[src/rtl/binary_splitter_if.sv]
// -----------------------------------------------------------------------------
// binary_splitter_if
//   Flit bus for the 1-to-2 packet splitter.
//   Ports (signals):
//     in / in_valid / in_avail           : input flit stream
//     out0 / out0_valid / out0_avail     : output port 0 stream
//     out1 / out1_valid / out1_avail     : output port 1 stream
//     err                                : sticky protocol-error flag
//   Modports:
//     master : traffic source and sink side (drives in, in_valid, outX_avail)
//     slave  : the splitter itself
// -----------------------------------------------------------------------------
interface binary_splitter_if #(
    parameter int FLIT_SIZE = 64
);
    logic [FLIT_SIZE-1:0] in;
    logic                 in_valid;
    logic                 in_avail;
    logic [FLIT_SIZE-1:0] out0;
    logic                 out0_valid;
    logic                 out0_avail;
    logic [FLIT_SIZE-1:0] out1;
    logic                 out1_valid;
    logic                 out1_avail;
    logic                 err;

    modport master (
        output in, in_valid, out0_avail, out1_avail,
        input  in_avail, out0, out0_valid, out1, out1_valid, err
    );

    modport slave (
        input  in, in_valid, out0_avail, out1_avail,
        output in_avail, out0, out0_valid, out1, out1_valid, err
    );
endinterface

[src/rtl/binary_splitter.sv]
// -----------------------------------------------------------------------------
// binary_splitter
//   Packet-aware 1-to-2 flit distributor. The route bit of each head or single
//   flit selects out0 or out1; body and tail flits follow their head. Each
//   output owns a 2-entry FIFO so a stalled port never blocks the other.
//
//   Ports:
//     clk  : clock, rising edge
//     rst  : synchronous reset, active-low
//     bus  : binary_splitter_if.slave (in/in_valid/in_avail, out0/out0_valid/
//            out0_avail, out1/out1_valid/out1_avail, err)
//
//   Build option:
//     SPLIT_ORPHAN_DROP_EN : when defined, a body/tail flit arriving in IDLE is
//                            accepted and discarded; otherwise it is forwarded
//                            to out0. Either way err is raised.
// -----------------------------------------------------------------------------
module binary_splitter #(
    parameter int FLIT_SIZE  = 64,
    parameter int HEADER_LEN = 2,
    parameter int ROUTE_POS  = 40
) (
    input logic               clk,
    input logic               rst,
    binary_splitter_if.slave  bus
);
    localparam logic [HEADER_LEN-1:0] HEAD_FLIT   = HEADER_LEN'(2'b10);
    localparam logic [HEADER_LEN-1:0] BODY_FLIT   = HEADER_LEN'(2'b00);
    localparam logic [HEADER_LEN-1:0] TAIL_FLIT   = HEADER_LEN'(2'b01);
    localparam logic [HEADER_LEN-1:0] SINGLE_FLIT = HEADER_LEN'(2'b11);

    typedef enum logic [1:0] {
        IDLE = 2'd0,
        PKT0 = 2'd1,
        PKT1 = 2'd2
    } state_t;

    state_t                state, state_nxt;

    logic [HEADER_LEN-1:0] flit_type;
    logic                  route;
    logic                  is_head, is_single, is_tail, is_start;
    logic                  orphan, drop, tgt;
    logic                  accept, err_set, err_q, in_avail_c;

    logic [1:0]            avail, pop, push, space;
    logic [1:0]            cnt [2];
    logic                  wp  [2];
    logic                  rp  [2];
    logic [FLIT_SIZE-1:0]  mem [2][2];

    // Decode, steering and flow control
    always_comb begin
        flit_type = bus.in[FLIT_SIZE-1 -: HEADER_LEN];
        route     = bus.in[ROUTE_POS];
        is_head   = (flit_type == HEAD_FLIT);
        is_single = (flit_type == SINGLE_FLIT);
        is_tail   = (flit_type == TAIL_FLIT);
        is_start  = is_head || is_single;

        // Body/tail with no open packet. BODY_FLIT is implied by !is_start.
        orphan    = !is_start && (state == IDLE);
`ifdef SPLIT_ORPHAN_DROP_EN
        drop      = orphan;
`else
        drop      = 1'b0;
`endif

        // A head/single always routes by its own bit, even mid-packet;
        // orphans (when forwarded) go to port 0.
        if (is_start)
            tgt = route;
        else
            tgt = (state == PKT1);

        avail = {bus.out1_avail, bus.out0_avail};
        for (int p = 0; p < 2; p++) begin
            pop[p]   = (cnt[p] != 2'd0) && avail[p];
            // A full FIFO can still take a flit when it pops this cycle.
            space[p] = (cnt[p] < 2'd2) || pop[p];
        end

        if (!rst)
            in_avail_c = 1'b0;
        else if (!bus.in_valid)
            in_avail_c = space[0] || space[1];
        else if (drop)
            in_avail_c = 1'b1;
        else
            in_avail_c = tgt ? space[1] : space[0];

        accept  = bus.in_valid && in_avail_c;
        push[0] = accept && !drop && !tgt;
        push[1] = accept && !drop &&  tgt;
        err_set = accept && ((is_start && (state != IDLE)) || orphan);
    end

    // Next-state logic
    always_comb begin
        state_nxt = state;
        if (accept) begin
            if (is_head)
                state_nxt = route ? PKT1 : PKT0;
            else if (is_single || is_tail)
                state_nxt = IDLE;
        end
    end

    // State register
    always_ff @(posedge clk) begin
        if (!rst)
            state <= IDLE;
        else
            state <= state_nxt;
    end

    // FIFO control and sticky error
    always_ff @(posedge clk) begin
        if (!rst) begin
            err_q <= 1'b0;
            for (int p = 0; p < 2; p++) begin
                cnt[p] <= 2'd0;
                wp[p]  <= 1'b0;
                rp[p]  <= 1'b0;
            end
        end else begin
            if (err_set)
                err_q <= 1'b1;
            for (int p = 0; p < 2; p++) begin
                if (push[p])
                    wp[p] <= ~wp[p];
                if (pop[p])
                    rp[p] <= ~rp[p];
                case ({push[p], pop[p]})
                    2'b10:   cnt[p] <= cnt[p] + 2'd1;
                    2'b01:   cnt[p] <= cnt[p] - 2'd1;
                    default: cnt[p] <= cnt[p];
                endcase
            end
        end
    end

    // FIFO storage; push is already held off during reset via in_avail.
    always_ff @(posedge clk) begin
        for (int p = 0; p < 2; p++) begin
            if (push[p])
                mem[p][wp[p]] <= bus.in;
        end
    end

    // Outputs read as zero while a FIFO is empty, which also covers reset.
    assign bus.in_avail   = in_avail_c;
    assign bus.out0_valid = (cnt[0] != 2'd0);
    assign bus.out1_valid = (cnt[1] != 2'd0);
    assign bus.out0       = (cnt[0] != 2'd0) ? mem[0][rp[0]] : '0;
    assign bus.out1       = (cnt[1] != 2'd0) ? mem[1][rp[1]] : '0;
    assign bus.err        = err_q;

endmodule

[src/flat_wrapper.sv]
// flat-port wrapper written by rule: the top's interface ports become plain ports
module binary_splitter_flat 
#(
    parameter int FLIT_SIZE  = 64,
    parameter int HEADER_LEN = 2,
    parameter int ROUTE_POS  = 40
)
  (clk, rst, bus_in, bus_in_valid, bus_out0_avail, bus_out1_avail, bus_in_avail, bus_out0, bus_out0_valid, bus_out1, bus_out1_valid, bus_err);
  binary_splitter_if #(.FLIT_SIZE(FLIT_SIZE)) bus_i ();
  input logic clk;
  input logic rst;
  input wire logic [$bits(bus_i.in)-1:0] bus_in;
  input wire logic [$bits(bus_i.in_valid)-1:0] bus_in_valid;
  input wire logic [$bits(bus_i.out0_avail)-1:0] bus_out0_avail;
  input wire logic [$bits(bus_i.out1_avail)-1:0] bus_out1_avail;
  output wire logic [$bits(bus_i.in_avail)-1:0] bus_in_avail;
  output wire logic [$bits(bus_i.out0)-1:0] bus_out0;
  output wire logic [$bits(bus_i.out0_valid)-1:0] bus_out0_valid;
  output wire logic [$bits(bus_i.out1)-1:0] bus_out1;
  output wire logic [$bits(bus_i.out1_valid)-1:0] bus_out1_valid;
  output wire logic [$bits(bus_i.err)-1:0] bus_err;
  assign bus_i.in = bus_in;
  assign bus_i.in_valid = bus_in_valid;
  assign bus_i.out0_avail = bus_out0_avail;
  assign bus_i.out1_avail = bus_out1_avail;
  assign bus_in_avail = bus_i.in_avail;
  assign bus_out0 = bus_i.out0;
  assign bus_out0_valid = bus_i.out0_valid;
  assign bus_out1 = bus_i.out1;
  assign bus_out1_valid = bus_i.out1_valid;
  assign bus_err = bus_i.err;
  binary_splitter #(.FLIT_SIZE(FLIT_SIZE), .HEADER_LEN(HEADER_LEN), .ROUTE_POS(ROUTE_POS)) u_core (.clk(clk), .rst(rst), .bus(bus_i));
endmodule
[config.mk]
export PLATFORM = sky130hd
export DESIGN_NAME = binary_splitter_flat
export DESIGN_NICKNAME = d
export VERILOG_FILES = /design/src/rtl/binary_splitter_if.sv /design/src/rtl/binary_splitter.sv /design/src/flat_wrapper.sv
export SDC_FILE = /design/constraint.sdc
export NUM_CORES = 1
export LEC_CHECK = 0
export ABC_AREA = 1
export BUFFER_PORTS_ARGS = -buffer_cell sky130_fd_sc_hd__buf_2
export CORE_MARGIN = 5
export CORE_UTILIZATION = 45
export CTS_BUF_LIST = sky130_fd_sc_hd__clkbuf_4 sky130_fd_sc_hd__clkbuf_8 sky130_fd_sc_hd__clkbuf_16
export CTS_CLUSTER_DIAMETER = 60
export CTS_CLUSTER_SIZE = 20
export DETAILED_ROUTE_END_ITERATION = 8
export GPL_TIMING_DRIVEN = 0
export MAX_ROUTING_LAYER = met4
export PLACE_DENSITY = 0.67
export SYNTH_ARGS = -nofsm -noshare
export SYNTH_HDL_FRONTEND = slang
export SYNTH_SLANG_ARGS = --single-unit
[constraint.sdc]
create_clock -name clk -period 5.8 [get_ports clk]
set_input_delay 1.16 -clock clk [delete_from_list [all_inputs] [get_ports clk]]
set_output_delay 1.16 -clock clk [all_outputs]
set_load 0.02 [all_outputs]
==> impl_metrics.env <==
export IMPL_dp_hpwl_um=15810
export IMPL_layout_commonest_cell="edfxtp_1"
export IMPL_status="completed"
export IMPL_syn_nets=855
export IMPL_max_slew_margin_pct=45.96
export IMPL_drt_iter0_markers=541
export IMPL_final_cell_mix="edfxtp_1 (264), buf_2 (219), nand2_1 (147)"
export IMPL_postRouteAntennaNets=0
export IMPL_wl_um=23950
export IMPL_grt_max_degree=26
export IMPL_drt_first_pass_iters=4
export IMPL_synthesis_area_um2=10220
export IMPL_arrival_ns=2.44
export IMPL_die_area_um2=25810
export IMPL_clkLatencyLatePin_ns=0.48
export IMPL_power_share_clock_pct=26.8
export IMPL_routedWlPerCell_um=18.41
export IMPL_grt_pass1_vias=6568
export IMPL_min_to="u_core.bus.err"
export IMPL_ios=201
export IMPL_nets=1083
export IMPL_hp_class="reg2reg"
export IMPL_placementRows=55
export IMPL_io_buffers=200
export IMPL_cts_inserted_buffers=18
export IMPL_finalCritPeriodShare_pct=62.02
export IMPL_remaining_drc_errors=0
export IMPL_cts_resized=0
export IMPL_clk_pin_slew_worst_paths_ns=0.07
export IMPL_r2r_end="u_core.mem[0][238]"
export IMPL_die_w_um=160.7
export IMPL_core_region_area_um2=22500
export IMPL_post_synth_num_cell_types=21
export IMPL_combPwrFrac_pct=25.3
export IMPL_grt_pass1_wl_um=36400
export IMPL_cts_setup_buffers=0
export IMPL_report_final_slew_viol_count=0
export IMPL_min_from="u_core.bus.err"
export IMPL_route_vias_total=6525
export IMPL_htreeDepth=1
export IMPL_p_leak_nw=4.756
export IMPL_cp_data_required_time_ns=4.64
export IMPL_syn_avg_cell_area_um2=13.08
export IMPL_clk_path_buf_depth=3
export IMPL_cp_max_fo=10
export IMPL_multi_input_area_um2=1991
export IMPL_synth_seq_cells=267
export IMPL_worstHoldPathCells=2
export IMPL_gp_congestion=0.7695
export IMPL_power_density_nw_per_um2=374.5
export IMPL_syn_inst=781
export IMPL_clock_sinks=267
export IMPL_switching_share_pct=31.61
export IMPL_ctsHoldBuffers=0
export IMPL_fin_skew_ns=0.01180
export IMPL_antenna_found_initial=0
export IMPL_p_sw_w=0.001459
export IMPL_power_frac_seq_pct=47.9
export IMPL_end_kind="primary output"
export IMPL_seq_area_um2=7988
export IMPL_grtUsageTotal_pct=18.52
export IMPL_rsz0062_at_grt="false"
export IMPL_r2r_start="u_core.cnt[1][0]"
export IMPL_ff2ff_setup_slack_ns=3.18
export IMPL_fin_tns_setup_ns=0
export IMPL_maxCapViolCount=0
export IMPL_finalHoldViolCount=0
export IMPL_num_fill_cells=1888
export IMPL_finalNonFillerCells=1301
export IMPL_max_slew_worst_pin_slew_ns=0.8087
export IMPL_p_int_w=0.003155
export IMPL_synth_seq_area_share_pct=78.19
export IMPL_max_freq_mhz=278.0
export IMPL_layout_drive_gt1_share_pct=25.98
export IMPL_period_needed_ns=3.597
export IMPL_yosys_warnings=0
export IMPL_fin_hold_ws_ns=0.4572
export IMPL_cts_tree="yes"
export IMPL_critical_path_class="reg2out"
export IMPL_die_h_um=160.7
export IMPL_worstSetupStartpointType="flop"
export IMPL_diodes=0
export IMPL_r2r_worst_path_cells=12
export IMPL_cts_root_buf="clkbuf_16"
export IMPL_finalSetupViolCount=0
export IMPL_syn_to_final_growth_pct=20.59
export IMPL_grt_overflow_total=0
export IMPL_dp_cells=1274
export IMPL_viasPerCell=5.015
export IMPL_start_util_pct=45.40
export IMPL_peakVddDrop_uv=217.5
## power groups by stage
stage	logic [W]	clock network [W]	registers [W]
global placement	0.00116	0	0.00226
finish	0.00117	0.00124	0.00221
global route	0.00126	0.00136	0.00222
CTS	0.00119	0.00127	0.00221
floorplan	0.000700	0	0.00226
detailed placement	0.00118	0	0.00226
## metrics by stage
| step | worst slack (ns) | util (%) | total power (W) | instance area (um2) |
|---|---|---|---|---|
| 2_1_floorplan | 0.8735 | - | 0.002958 | 10220 |
| 3_3_place_gp | -1.483 | 51.43 | 0.003425 | 11570 |
| 3_5_place_dp | 2.405 | 52.31 | 0.003438 | 11770 |
| 4_1_cts | 2.140 | 54.75 | 0.004665 | 12320 |
| 5_1_grt | 1.976 | 54.75 | 0.004835 | 12320 |
| 6_report | 2.203 | 54.75 | 0.004614 | 12320 |
## how the worst max path moves through the flow
stage | from | end | slack (ns) | cells after the start
final | u_core.cnt[1][0] | bus_out1[31] | 2.20 | 8
after global routing | u_core.cnt[1][0] | bus_out1[31] | 1.98 | 8
after CTS | u_core.cnt[1][0] | bus_out1[43] | 2.14 | 8
after detailed placement | bus_in[63] | u_core.mem[0][207] | 2.40 | 11
after global placement | bus_in[63] | u_core.mem[0][143] | -1.48 | 10
after floorplan | bus_in[63] | u_core.mem[0][128] | 0.87 | 9
## Yosys cell counts
master    instances  area, um2
ha_1              5      62.56
buf_2            19      95.09
nand4_1           1      6.260
edfxtp_1        264       7928
or2_2             1      6.260
xor2_1            2      17.52
nor2_8            1      20.02
nand3_1           5      25.02
nor2_2            1      6.260
nand2_1         147      551.8
nor2_1          144      540.5
a21oi_1          68      340.3
nor3_1            1      5.000
o21ai_0          69      345.3
inv_1            20      75.07
nand2_4           1      11.26
nand3_2           1      10.01
inv_2             4      15.01
dfxtp_1           3      60.06
clkbuf_1         22      82.58
nand2_2           2      12.51
## flip-flops by register name (all words and copies together) (netlist names)
name / count
u_core.mem: 256
u_core.bus.err: 1
u_core.wp: 2
u_core.cnt: 4
u_core.rp: 2
u_core.state: 2
## final cells by class
type,instances,area share [%]
timing repair buffer,208,9.486
clock inverter,8,0.5891
clock buffer,19,3.859
tap,285,2.895
buffer,41,1.442
multi-input combinational,449,16.16
inverter,24,0.7313
sequential,267,64.84
## metal layers
layer  global-route usage [%]  part of all wire, %
met1                    24.74                   44
met2                    30.68                   49
met3                    2.592                  5.4
met4                    4.028                  1.7
met5                        -                    0
## worst max-delay path: stages, from the launching register on
cell      delay, ns
edfxtp_1       0.36
inv_1          0.05
ha_1           0.18
inv_1          0.09
buf_2          0.26
clkbuf_1       0.48
o21ai_0        0.18
nor2_1         0.17
buf_2          0.19
## cell families (layout without fill, tap and decap cells)
group                    count (synthesis)  after routing  share of synthesized area (%)
buffers and inverters                   65            300                          2.621
AO/OA/AOI/OAI                          137            137                          6.712
XOR/XNOR                                 2              2                         0.1715
flip-flops                             267            267                          78.19
AND/OR/NAND/NOR                        305            305                          11.70
adder cells (fa/ha/maj)                  5              5                         0.6124
Note: power is estimated with default switching activity, not from simulation.
